===== src/rtl/alu_op_sequencer.sv =====
// rtl/alu_op_sequencer.sv - ALU slice-array sequencer: decode, latch, settle, flags (option: ALU_EARLY_DONE_EN)
module alu_op_sequencer #(
    parameter int SETTLE_CYCLES = 4
) (
    input  logic       clk,
    input  logic       rst,
    input  logic       start,
    input  logic [3:0] opcode,
    input  logic       set_flags,
    output logic       busy,
    output logic       done,
    output logic       result_we,
    output logic       inversion_OP1,
    output logic       select_OP2_to_A,
    output logic       select_OP2_to_A_inv,
    output logic       select_OP2_to_B,
    output logic       select_OP2_to_B_inv,
    output logic       en_carry,
    output logic       carry_in,
    output logic       OP1_latch_n,
    output logic       OP1_latch_p,
    output logic       OP2_latch_n,
    output logic       OP2_latch_p,
    input  logic       alu_msb,
    input  logic       alu_zero,
    input  logic       alu_n_carry,
    input  logic       alu_overflow,
    output logic [3:0] flags
);

    typedef enum logic [1:0] {IDLE, LATCH, EVAL, FLAGS} state_t;

    localparam logic [3:0] SETTLE_LOAD = 4'(SETTLE_CYCLES - 1);

    state_t     state;
    logic [3:0] cnt;
    logic [3:0] op_q;
    logic       sf_q;
    logic       latch_open;
    logic [5:0] ctrl_q;
    logic [5:0] ctrl_d;
    logic       cin_d;
    logic       op_is_logic;

    // Carry-using ops (ADC/SBC/RSC) take the C flag as it stands at acceptance.
    always_comb begin
        ctrl_d = 6'b000000;
        cin_d  = 1'b0;
        case (opcode)
            4'd0, 4'd8:  ctrl_d = 6'b010000;
            4'd1, 4'd9:  ctrl_d = 6'b010100;
            4'd2, 4'd10: begin ctrl_d = 6'b001011; cin_d = 1'b1;     end
            4'd3:        begin ctrl_d = 6'b110101; cin_d = 1'b1;     end
            4'd4, 4'd11: ctrl_d = 6'b010101;
            4'd5:        begin ctrl_d = 6'b010101; cin_d = flags[1]; end
            4'd6:        begin ctrl_d = 6'b001011; cin_d = flags[1]; end
            4'd7:        begin ctrl_d = 6'b110101; cin_d = flags[1]; end
            4'd12:       ctrl_d = 6'b000100;
            4'd13:       ctrl_d = 6'b100100;
            4'd14:       ctrl_d = 6'b001000;
            default:     ctrl_d = 6'b100010;
        endcase
    end

    assign op_is_logic = (op_q[3:1] == 3'b000) || (op_q[3:1] == 3'b100) || (op_q[3:2] == 2'b11);

    always_ff @(posedge clk or posedge rst) begin
        if (rst) begin
            state      <= IDLE;
            cnt        <= 4'd0;
            op_q       <= 4'd0;
            sf_q       <= 1'b0;
            ctrl_q     <= 6'b000000;
            carry_in   <= 1'b0;
            latch_open <= 1'b0;
            busy       <= 1'b0;
            done       <= 1'b0;
            result_we  <= 1'b0;
            flags      <= 4'b0000;
        end else begin
            done      <= 1'b0;
            result_we <= 1'b0;
            case (state)
                IDLE: begin
                    if (start) begin
                        op_q       <= opcode;
                        sf_q       <= set_flags;
                        ctrl_q     <= ctrl_d;
                        carry_in   <= cin_d;
                        latch_open <= 1'b1;
                        busy       <= 1'b1;
                        state      <= LATCH;
                    end
                end
                LATCH: begin
                    latch_open <= 1'b0;
`ifdef ALU_EARLY_DONE_EN
                    cnt        <= ctrl_q[0] ? SETTLE_LOAD : 4'd0;
`else
                    cnt        <= SETTLE_LOAD;
`endif
                    state      <= EVAL;
                end
                EVAL: begin
                    if (cnt == 4'd0) begin
                        state <= FLAGS;
                    end else begin
                        cnt <= cnt - 4'd1;
                    end
                end
                default: begin
                    if (sf_q) begin
                        flags[3] <= alu_msb;
                        flags[2] <= alu_zero;
                        if (!op_is_logic) begin
                            flags[1] <= ~alu_n_carry;
                            flags[0] <= alu_overflow;
                        end
                    end
                    done      <= 1'b1;
                    result_we <= (op_q[3:2] != 2'b10);
                    busy      <= 1'b0;
                    state     <= IDLE;
                end
            endcase
        end
    end

    assign {inversion_OP1, select_OP2_to_A, select_OP2_to_A_inv,
            select_OP2_to_B, select_OP2_to_B_inv, en_carry} = ctrl_q;

    assign OP1_latch_p = latch_open;
    assign OP2_latch_p = latch_open;
    assign OP1_latch_n = ~latch_open;
    assign OP2_latch_n = ~latch_open;

endmodule


===== config.mk =====
export PLATFORM = sky130hd
export DESIGN_NAME = alu_op_sequencer
export DESIGN_NICKNAME = d
export VERILOG_FILES = /design/src/rtl/alu_op_sequencer.sv
export SDC_FILE = /design/constraint.sdc
export NUM_CORES = 1
export LEC_CHECK = 0
export ABC_AREA = 1
export ABC_CLOCK_PERIOD_IN_PS = 2730
export CORE_UTILIZATION = 37
export CTS_CLUSTER_SIZE = 12
export DETAILED_ROUTE_END_ITERATION = 16
export GPL_TIMING_DRIVEN = 0
export PLACE_DENSITY_LB_ADDON = 0.1
export SLEW_MARGIN = 25
export SYNTH_ARGS = -nofsm -noshare
export SYNTH_HDL_FRONTEND = slang
export SYNTH_SLANG_ARGS = --single-unit

===== constraint.sdc =====
create_clock -name clk -period 2.73 [get_ports clk]
set_input_delay 0.546 -clock clk [delete_from_list [all_inputs] [get_ports clk]]
set_output_delay 0.546 -clock clk [all_outputs]
set_load 0.02 [all_outputs]

After elaboration in Yosys (flattened, before gate mapping)
Index checks and enable logic that the tools add are counted.

Reductions and logical operators: 24. Mux-type cells: 12. Bitwise operators: 5. Equality and inequality tests: 22. Add/subtract/negate cells: 1.

Operators with widths (number): $pmux W6 S8 (1); $eq A4 B4 Y1 const B (7); $eq A4 B3 Y1 const B (4); $reduce_or A3 Y1 (5); $reduce_and A2 Y1 (6); $eq A4 B2 Y1 const B (2); $logic_not A4 Y1 (2); $ne A2 B2 Y1 const B (4); $pmux W4 S2 (1); $reduce_or A2 Y1 (4); $pmux W1 S2 (3); $pmux W2 S3 (1); $not A1 Y1 (5); $eq A2 B2 Y1 const B (2); $eq A4 B1 Y1 const B (1); $mux W2 (2); $mux W4 (1); $reduce_bool A2 Y1 (2); $sub A4 B1 Y4 const B (1); $eq A3 B3 Y1 const B (1); $logic_not A3 Y1 (1); $mux W1 (3); $reduce_and A3 Y1 (1); $eq A2 B1 Y1 const B (1); 2 further kinds (3).

Bits in registers: 26. Output and inout port bits: 18. Bits of input ports: 12. Logic and storage cells: 76.

Depth between registers and ports, before layout
Word-level depth: 5. Mapped depth: 8. Depth with buffers taken out: 8.

Worst setup path before layout
Ideal clock, no wire load.

Kind: flip-flop to output port. From: register latch_open, in the netlist OP1_latch_p. To: output port OP2_latch_n. Data arrival time: 823 ps. Slack: 1361 ps. Stages on the path, launching flop included: 3. Path through: dfrtp_1 inv_1 buf_4.

Longest elaborated chain between the ends: 1.

RTL lines: from (decl) (RTL line 39) `logic latch_open;`; from (signal assigned) (RTL line 75) `latch_open <= 1'b0;`; from (signal assigned) (RTL line 90) `latch_open <= 1'b1;`; from (signal assigned) (RTL line 96) `latch_open <= 1'b0;`; $not A1 Y1; to (decl) (RTL line 22) `output logic OP2_latch_n,`.

No other way between the ends.

Final worst setup path
From: register latch_open, in the netlist OP1_latch_p. To: output port OP2_latch_n.

Longest elaborated chain between the ends: 1.

RTL lines: $not A1 Y1 (RTL line 135) `assign OP2_latch_n = ~latch_open;`.

No other way between the ends.

==> results.md <==
Run status:
- The run finished with clean final reports.

Setup path:
- The nature of the critical path endpoint is an output pin.
- The critical-path cell with the highest stage delay is sky130_fd_sc_hd__clkdlybuf4s50_1.
- The worst path arrival time is 1500 ps.
- The critical path data required time is 2180 ps.
- The capture point of the worst reg-to-reg path is flags[2].
- The register-to-register setup slack is 1420 ps.
- The worst setup path is launched from a flop.
- The number of cells on the worst reg-to-reg path is 3.
- In this run the worst setup path terminates at OP2_latch_n.
- The category of the critical setup timing path is flop to output pin.
- Walking the worst path, the cells encountered are inv_1, buf_4, clkdlybuf4s50_1.
- The startpoint identified for the worst register-to-register timing path is state[0].
- The peak per-stage delay on the critical path is 580 ps.
- Of all nets on the critical path, the largest fanout is 4.
- The critical path starts at OP1_latch_p.

Timing:
- The setup TNS is 0 ps.
- The final critical-path required period is 2051 ps.
- The worst-case headroom to the max-slew limit is 65.06%.
- The maximum operating frequency is 487.7 MHz.
- The transition time of the tightest slew-check pin is 523.4 ps.
- The max-slew violation count is 0.
- The total setup violations reported at the end of the flow is 0.
- The total count of hold-check failures in the final report was 0.
- Dividing the final minimum period by the clock period gives 75.11%.
- The clock arrives with 7.413 ps of skew.
- Setup repair after global routing left no endpoint under its margin.

Drt:
- In the final routed layout, each cell accounts on average for 10.54 um.
- The residual DRC count is 0.
- The detailed router placed 996 vias in this run.
- The detailed-route vias per instance is 4.548.
- For this block, the initial DRC count from the detailed router was 60.
- For this block, the routed nets add up to 2.309 mm of wire.
- The post-detailed-route count of antenna-violating nets is 0.
- The detailed-router iteration count before antenna repair is 4.

Floorplan:
- The die is 59.60 um wide.
- The floorplan has 20 rows.
- The floorplan step defined a core boundary enclosing 3103 um2.
- Pin placement for this block handled 30 I/O pins.
- Once the floorplan was initialized, standard cells occupied 39.56% of the core.
- The die is 59.60 um tall.
- The die covers 3552 um2.

Layout:
- The share of the core filled with cells is 51.57%.
- 0 antenna diodes ended up in the layout.
- The number of nets in the layout is 194.
- The layout-stage area growth over the synthesis result is 30.38%.
- Cells with a size suffix above 1 make up 10.86% of the layout.

Clock network:
- After clock tree synthesis, the clock-pin slew on the worst setup and hold paths is 130 ps.
- The count of hold-fix buffers inserted at cts is 0.
- The CTS tree is yes.
- After clock tree synthesis, the repair step resized 0 gates.
- The root buffer cell is sky130_fd_sc_hd__clkbuf_4.
- The number of setup buffers added after CTS is 0.
- The clock reaches the later pin of the worst-skew pair after 320 ps.
- The CTS buffer count is 3.
- The maximum level of the CTS H-tree is 1.
- The maximum buffer depth of the clock tree is 2.
- The total number of clock tree sinks is 25.

Global route:
- Across every metal layer, demand over resource in global routing totals 14.84%.
- The via count of the first global-routing pass is 909.
- The pin count of the biggest net entering global routing is 26.
- After global routing the overflow that remains totals 0.
- The global-route wire length before repair is 3.946 mm.
- The number of antenna violations at the first check in global routing is 0.

Yosys:
- A synthesized cell averages 8.644 um2.
- The total number of yosys warnings is 0.
- The number of register bits inferred by synthesis is 25.
- The mapped cell area is 1227 um2.
- Synthesis produced a netlist with a net count of 160.
- The sequential fraction of the synthesis area is 50.97%.
- In the synthesized netlist, the number of instances is 142.
- The number of distinct standard cells referenced by the synthesized netlist is 24.

Pwr:
- The power density over cell area is 1139 nW/um2.
- In this run the static leakage power is 0.8049 nW.
- Across the VDD grid, the largest voltage drop is 0.0004866 V.

Placement:
- Buffers placed on the I/O ports in this run total 29.
- Once detailed placement completed, the half-perimeter wirelength came to 1.678 mm.
- At the end of routability-driven placement, the weighted congestion stood at 0.7439.

Flow run:
- The number of max-cap violations is 0.

Worst hold path:
- The type of the worst min-delay path is flop to flop.
==> worst max-delay path, delay by kind of cell, from the launching register on <==
kind | cells | cell delay [ps]
buf+inv | 3 | 760
flops | 1 | 430
==> per-stage QoR <==
stage | instance area, um2 | hold slack, ps | worst slack [ps] | power (mW) | instances
floorplan | 1227 | 424.2 | 1361 | 1.294 | 142
global placement | 1573 | 444.7 | 983.1 | 1.659 | 215
detailed placement | 1573 | 442.2 | 931.4 | 1.672 | 215
CTS | 1600 | 461.0 | 653.6 | 1.849 | 219
global route | 1600 | 501.7 | 599.5 | 1.983 | 219
finish | 1600 | 460.1 | 679.4 | 1.822 | 219
==> cell usage in the layout (no fill, tap or decap), types with 2 or more instances in the layout <==
cell type | synthesis | layout
sky130_fd_sc_hd__mux2_2 | 2 | 2
sky130_fd_sc_hd__o21ai_0 | 7 | 7
sky130_fd_sc_hd__inv_1 | 16 | 15
sky130_fd_sc_hd__dfrtp_1 | 25 | 25
sky130_fd_sc_hd__ha_1 | 6 | 6
sky130_fd_sc_hd__nand2_1 | 47 | 47
sky130_fd_sc_hd__nor2_2 | 2 | 2
sky130_fd_sc_hd__nand2_2 | 3 | 3
sky130_fd_sc_hd__clkdlybuf4s50_1 | 0 | 29
sky130_fd_sc_hd__nor2_1 | 5 | 5
sky130_fd_sc_hd__clkbuf_4 | 0 | 3
sky130_fd_sc_hd__a21oi_1 | 3 | 3
sky130_fd_sc_hd__nand3_1 | 9 | 9
sky130_fd_sc_hd__o21ai_1 | 3 | 3
sky130_fd_sc_hd__buf_4 | 2 | 2
sky130_fd_sc_hd__inv_2 | 2 | 3
==> worst min path at each step <==
| stage | startpoint | endpoint | slack [ps] | cells after the start |
|---|---|---|---|---|
| 4_1_cts | cnt[0] | cnt[0] | 460 | 1 |
| 6_report | cnt[0] | cnt[0] | 460 | 1 |
| 3_3_place_gp | cnt[0] | cnt[0] | 440 | 1 |
| 3_5_place_dp | cnt[0] | cnt[0] | 440 | 1 |
| 2_1_floorplan | cnt[0] | cnt[0] | 420 | 1 |
| 5_1_grt | cnt[0] | cnt[0] | 500 | 1 |
==> state kept, by name, summed over array words and instances, names as in the netlist <==
signal / flops
OP1_latch_p: 1
busy: 1
flags: 4
cnt: 4
ctrl_q: 6
sf_q: 1
result_we: 1
op_q: 3
done: 1
carry_in: 1
state: 2
==> per-layer routing <==
layer,wire length (um),share of wire [%],GRT usage (%),vias up
li1,-,-,-,509
met1,1177,51,22.47,464
met2,1026,44,21.35,21
met3,86,3.7,1.965,2
met4,18,0.78,5.980,0
met5,0,0,0,-
==> where the power goes <==
group	total (mW)	switching [mW]	internal [mW]
Sequential	0.658	0.112	0.546
Clock	0.166	0.111	0.0547
Combinational	0.998	0.535	0.463
Total	1.82	0.758	1.06
==> layout make-up <==
class                      count  area (um2)
buffer                         3       26.28
clock buffer                   3       22.52
clock inverter                 1       5.005
fill                         318        1503
inverter                      18       67.56
multi-input combinational     96       508.0
sequential                    25       625.6
tap                           44       55.05
timing repair buffer          29       290.3
==> logic make-up after synthesis <==
logic type / count (synthesis) / synth area share [%]
muxes: 2 / 1.835
and+or+nand+nor: 68 / 23.65
adders and majority gates: 6 / 6.116
AOI/OAI and AO/OA: 19 / 9.073
DFF: 25 / 50.97
xor gates and xnor gates: 1 / 0.7137
buffers and inverters: 21 / 7.645
==> synthesized netlist by cell type, drive strengths merged <==
library cell / count / share of area [%]
o21a: 1 / 0.61
o21bai: 1 / 0.61
nand3: 9 / 3.7
nand2: 51 / 17
a21boi: 1 / 0.61
inv: 18 / 5.5
xor2: 1 / 0.71
ha: 6 / 6.1
nor2: 7 / 2.5
o211ai: 1 / 0.61
o21ai: 11 / 4.8
mux2: 2 / 1.8
dfrtp: 25 / 51
nand3b: 1 / 0.61
a21oi: 3 / 1.2
buf: 3 / 2.1
o31ai: 1 / 0.61
No activity file was read; power rests on OpenSTA's default activity.
==> patch 1, RTL diff (same settings) <==
Add a define of `ALU_EARLY_DONE_EN`.
--- a/src/rtl/alu_op_sequencer.sv
+++ b/src/rtl/alu_op_sequencer.sv
@@ -1,3 +1,5 @@
 // rtl/alu_op_sequencer.sv - ALU slice-array sequencer: decode, latch, settle, flags (option: ALU_EARLY_DONE_EN)
+`define ALU_EARLY_DONE_EN
+
 module alu_op_sequencer #(
     parameter int SETTLE_CYCLES = 4
Function: changed (a bounded check fails within 10 cycles, from zero or initial values and one cycle with rst high).
==> patch 1 against the original RTL <==
- sequential power grew 1%
- cell area grew 1.3%
- synthesized area grew 1.7%
- sequential cell count is the same
- routed wire length grew 3.6%
- setup slack lost 0.030 ns
- total power grew 2.8%
- register-to-register slack lost 0.05 ns
==> patch 1: results (changes against the original RTL) <==
synth unique cells=22 (-8.3%); syn_nets=167 (+4.4%); Switching Fraction=0.427 (+0.0114); critical path arrival=1.53 ns (+0.03 ns); status=finished clean; post-synthesis adder-cell area fraction=0.0601 (-0.00104); gpl congestion=0.812 (+9.2%); Post-synth top cells=nand2_1, dfrtp_1, inv_1, nand3_1, o21ai_0; end of the worst register-to-register path=cnt[2]$_DFFE_PP0P_; multi-input logic cell count=100 (+4.2%); GRT Total Usage=0.158 (+0.00971); Post-Syn Instances=149 (+4.9%); first-pass GRT wire length=4.24 mm (+7.3%); Avg WL per Cell=10.6 µm (+0.34%); Non-Clock Inverter Count=21 (+3); maximum vdd ir drop=0.000566 V (+16%); Comb group=1.04 mW (+4%); multi-input logic area=522 µm² (+2.7%); Hold Startpoint=op_q[1]$_DFFE_PP0P_; drt initial violations=71 (+18%); Reg2Reg Setup Slack=1.37 ns (-0.05 ns); vias in the first global route=999 (+9.9%); multiplexer share of the synthesized area=0.0180 (-0.000313); non-clk buf share=0.193 (-0.00476); Final clock-cell share=0.0162 (-0.000985); fill count=305 (-4.1%); post-synthesis compound-gate area fraction=0.0982 (+0.00747); worst hold slack=0.508 ns (+0.0475 ns); Area contributors post-synth=dfrtp_1, nand2_1, ha_1, inv_1, nand3_1; Endpoint, Worst Hold=op_q[1]$_DFFE_PP0P_; post-detail-place hpwl=1.79 mm (+6.7%); R2R depth=6 (+3); Min-Delay Path Depth=2 (+1); Via density=4.62 (+1.6%); Slew headroom=0.652 (+0.00130); Seq area share=0.386 (-0.00483); Leak=0.816 nW (+1.4%)
[patch 1: cell types whose count changed after synthesis, sizes merged]
cell / delta
inv: +3
nand2: +1
nand3b: -1
xor2: -1
nand3: +1
o22ai: +1
o21ai: +1
nor2: +2
[patch 1: per-stage QoR]
stage,setup WS [ns],power [mW],utilization,instance area [µm²]
floorplan,1.36,1.33,-,1250
global placement,0.954,1.70,0.510,1590
detailed placement,0.977,1.72,0.510,1590
CTS,0.636,1.89,0.518,1620
global route,0.577,2.06,0.518,1620
finish,0.650,1.87,0.518,1620
[patch 1: cells by family (layout without fill, tap and decap cells)]
group | after synthesis | after routing
AO/OA/AOI/OAI | 21 | 21
adder cells (fa/ha/maj) | 6 | 6
buffers and inverters | 24 | 57
flip-flops | 25 | 25
multiplexers | 2 | 2
AND/OR/NAND/NOR | 71 | 71
[patch 1: layer usage]
metal,vias up,track usage,share of wire
li1,534,-,-
met3,2,0.0498,0.055
met4,0,0.0498,0.0075
met2,32,0.248,0.46
met1,476,0.207,0.48
met5,-,0,0
==> patch 2, RTL diff (same settings) <==
Without the edit above. Encoding of `state_t`: now Gray code (2 bits for 4 states).
--- a/src/rtl/alu_op_sequencer.sv
+++ b/src/rtl/alu_op_sequencer.sv
@@ -29,5 +29,5 @@
 );
 
-    typedef enum logic [1:0] {IDLE, LATCH, EVAL, FLAGS} state_t;
+    typedef enum logic [1:0] {IDLE = 2'b00, LATCH = 2'b01, EVAL = 2'b11, FLAGS = 2'b10} state_t;
 
     localparam logic [3:0] SETTLE_LOAD = 4'(SETTLE_CYCLES - 1);
Function: no difference found for any inputs over 10 cycles, from zero or initial values and one cycle with rst high; not proved beyond that.
==> patch 2 against the original RTL <==
- the flow now finishes with violations (DRC)
- global-route usage shrank 0.62 points
- register-to-register slack better by 0.11 ns
- synthesized cell count decreased by 3.5%
- total power fell by 4.9%
- setup slack got worse by 0.018 ns
- routed wire length shrank 9.7%
- fmax decreased by 0.87%
- cell area fell by 6.5%
- synthesized area down 7.4%
- sequential cell count unchanged
- non-clock buffer count rose by 1
- critical path type unchanged
- largest power group unchanged
==> patch 2: results (changes against the original RTL) <==
WL final=2.08 mm (-9.7%); failing checks=DRC; Sw Pwr=0.725 mW (-4.4%); Reg2Reg Setup Slack=1.53 ns (+0.11 ns); gpl congestion=0.724 (-2.7%); Leak=0.761 nW (-5.4%); Least-Margin Pin Slew=0.515 ns (-0.00863 ns); first-pass GRT wire length=3.64 mm (-7.9%); CTS H-tree lvls=1 (unchanged); end of the worst register-to-register path=cnt[0]$_DFFE_PP0P_; maximum vdd ir drop=0.000455 V (-6.4%); reg-to-reg critical path startpoint=cnt[0]$_DFFE_PP0P_; vias=942 (-5.4%); vias in the first global route=897 (-1.3%); worst hold slack=0.494 ns (+0.0339 ns); post-detail-place hpwl=1.55 mm (-7.5%); clock power share=0.104 (+0.013); drt initial violations=15 (-75%); Post-DP Area=1470 µm² (-6.8%); synth unique cells=19 (-21%); Clock Path Buffers=2 (unchanged); status=finished, violations left; dpl cells=197 (-8.4%); crit-path max FO=3 (-1); Avg WL per Cell=10.4 µm (-1.7%); drt drc=2 (+2); Comb group=0.906 mW (-9.2%); drt first pass iters=10 (+6); Endpoint, Worst Hold=result_we$_DFF_PP0_; Seq/Total Area, Yosys=0.551 (+0.0410); syn avg cell area=8.29 µm² (-4.1%); Switching Fraction=0.418 (+0.00235); Area contributors post-synth=dfrtp_1, nand2_1, nand3_1, inv_1, o21ai_0; R2R depth=7 (+4); Post-synth top cells=nand2_1, dfrtp_1, inv_1, nand3_1, o21ai_0; pre-CTS setup slack=0.973 ns (+0.0419 ns)
[patch 2: cell families (layout without fill, tap and decap cells)]
family / after synthesis / count (layout) / synth area share
flops: 25 / 25 / 0.551
xor+xnor: 1 / 1 / 0.00771
fa+ha+maj: 1 / 1 / 0.0110
simple gates: 77 / 77 / 0.289
buf+inv: 19 / 52 / 0.0760
compound gates: 14 / 14 / 0.0661
[patch 2: critical path: stages, from the launching register on]
cell and delay, ns:
dfrtp_1 0.42, inv_1 0.09, buf_4 0.10, clkdlybuf4s50_1 0.58
[patch 2: layout make-up]
class                   count  area [µm²]
fillers                   283        1330
flip-flops and latches     25         626
multi-input cells          93         424
repair buffers             29         290
inverters                  15        56.3
well taps                  31        38.8
plain buffers               4        30.0
clock buffers               3        22.5
clock inverters             1        8.76
[patch 2: routing by layer]
metal,vias to the layer above,wire length (µm),GRT usage
met5,-,0,0
met4,0,51,0.0697
met3,7,99,0.0227
met2,28,937,0.229
met1,417,996,0.186
li1,490,-,-
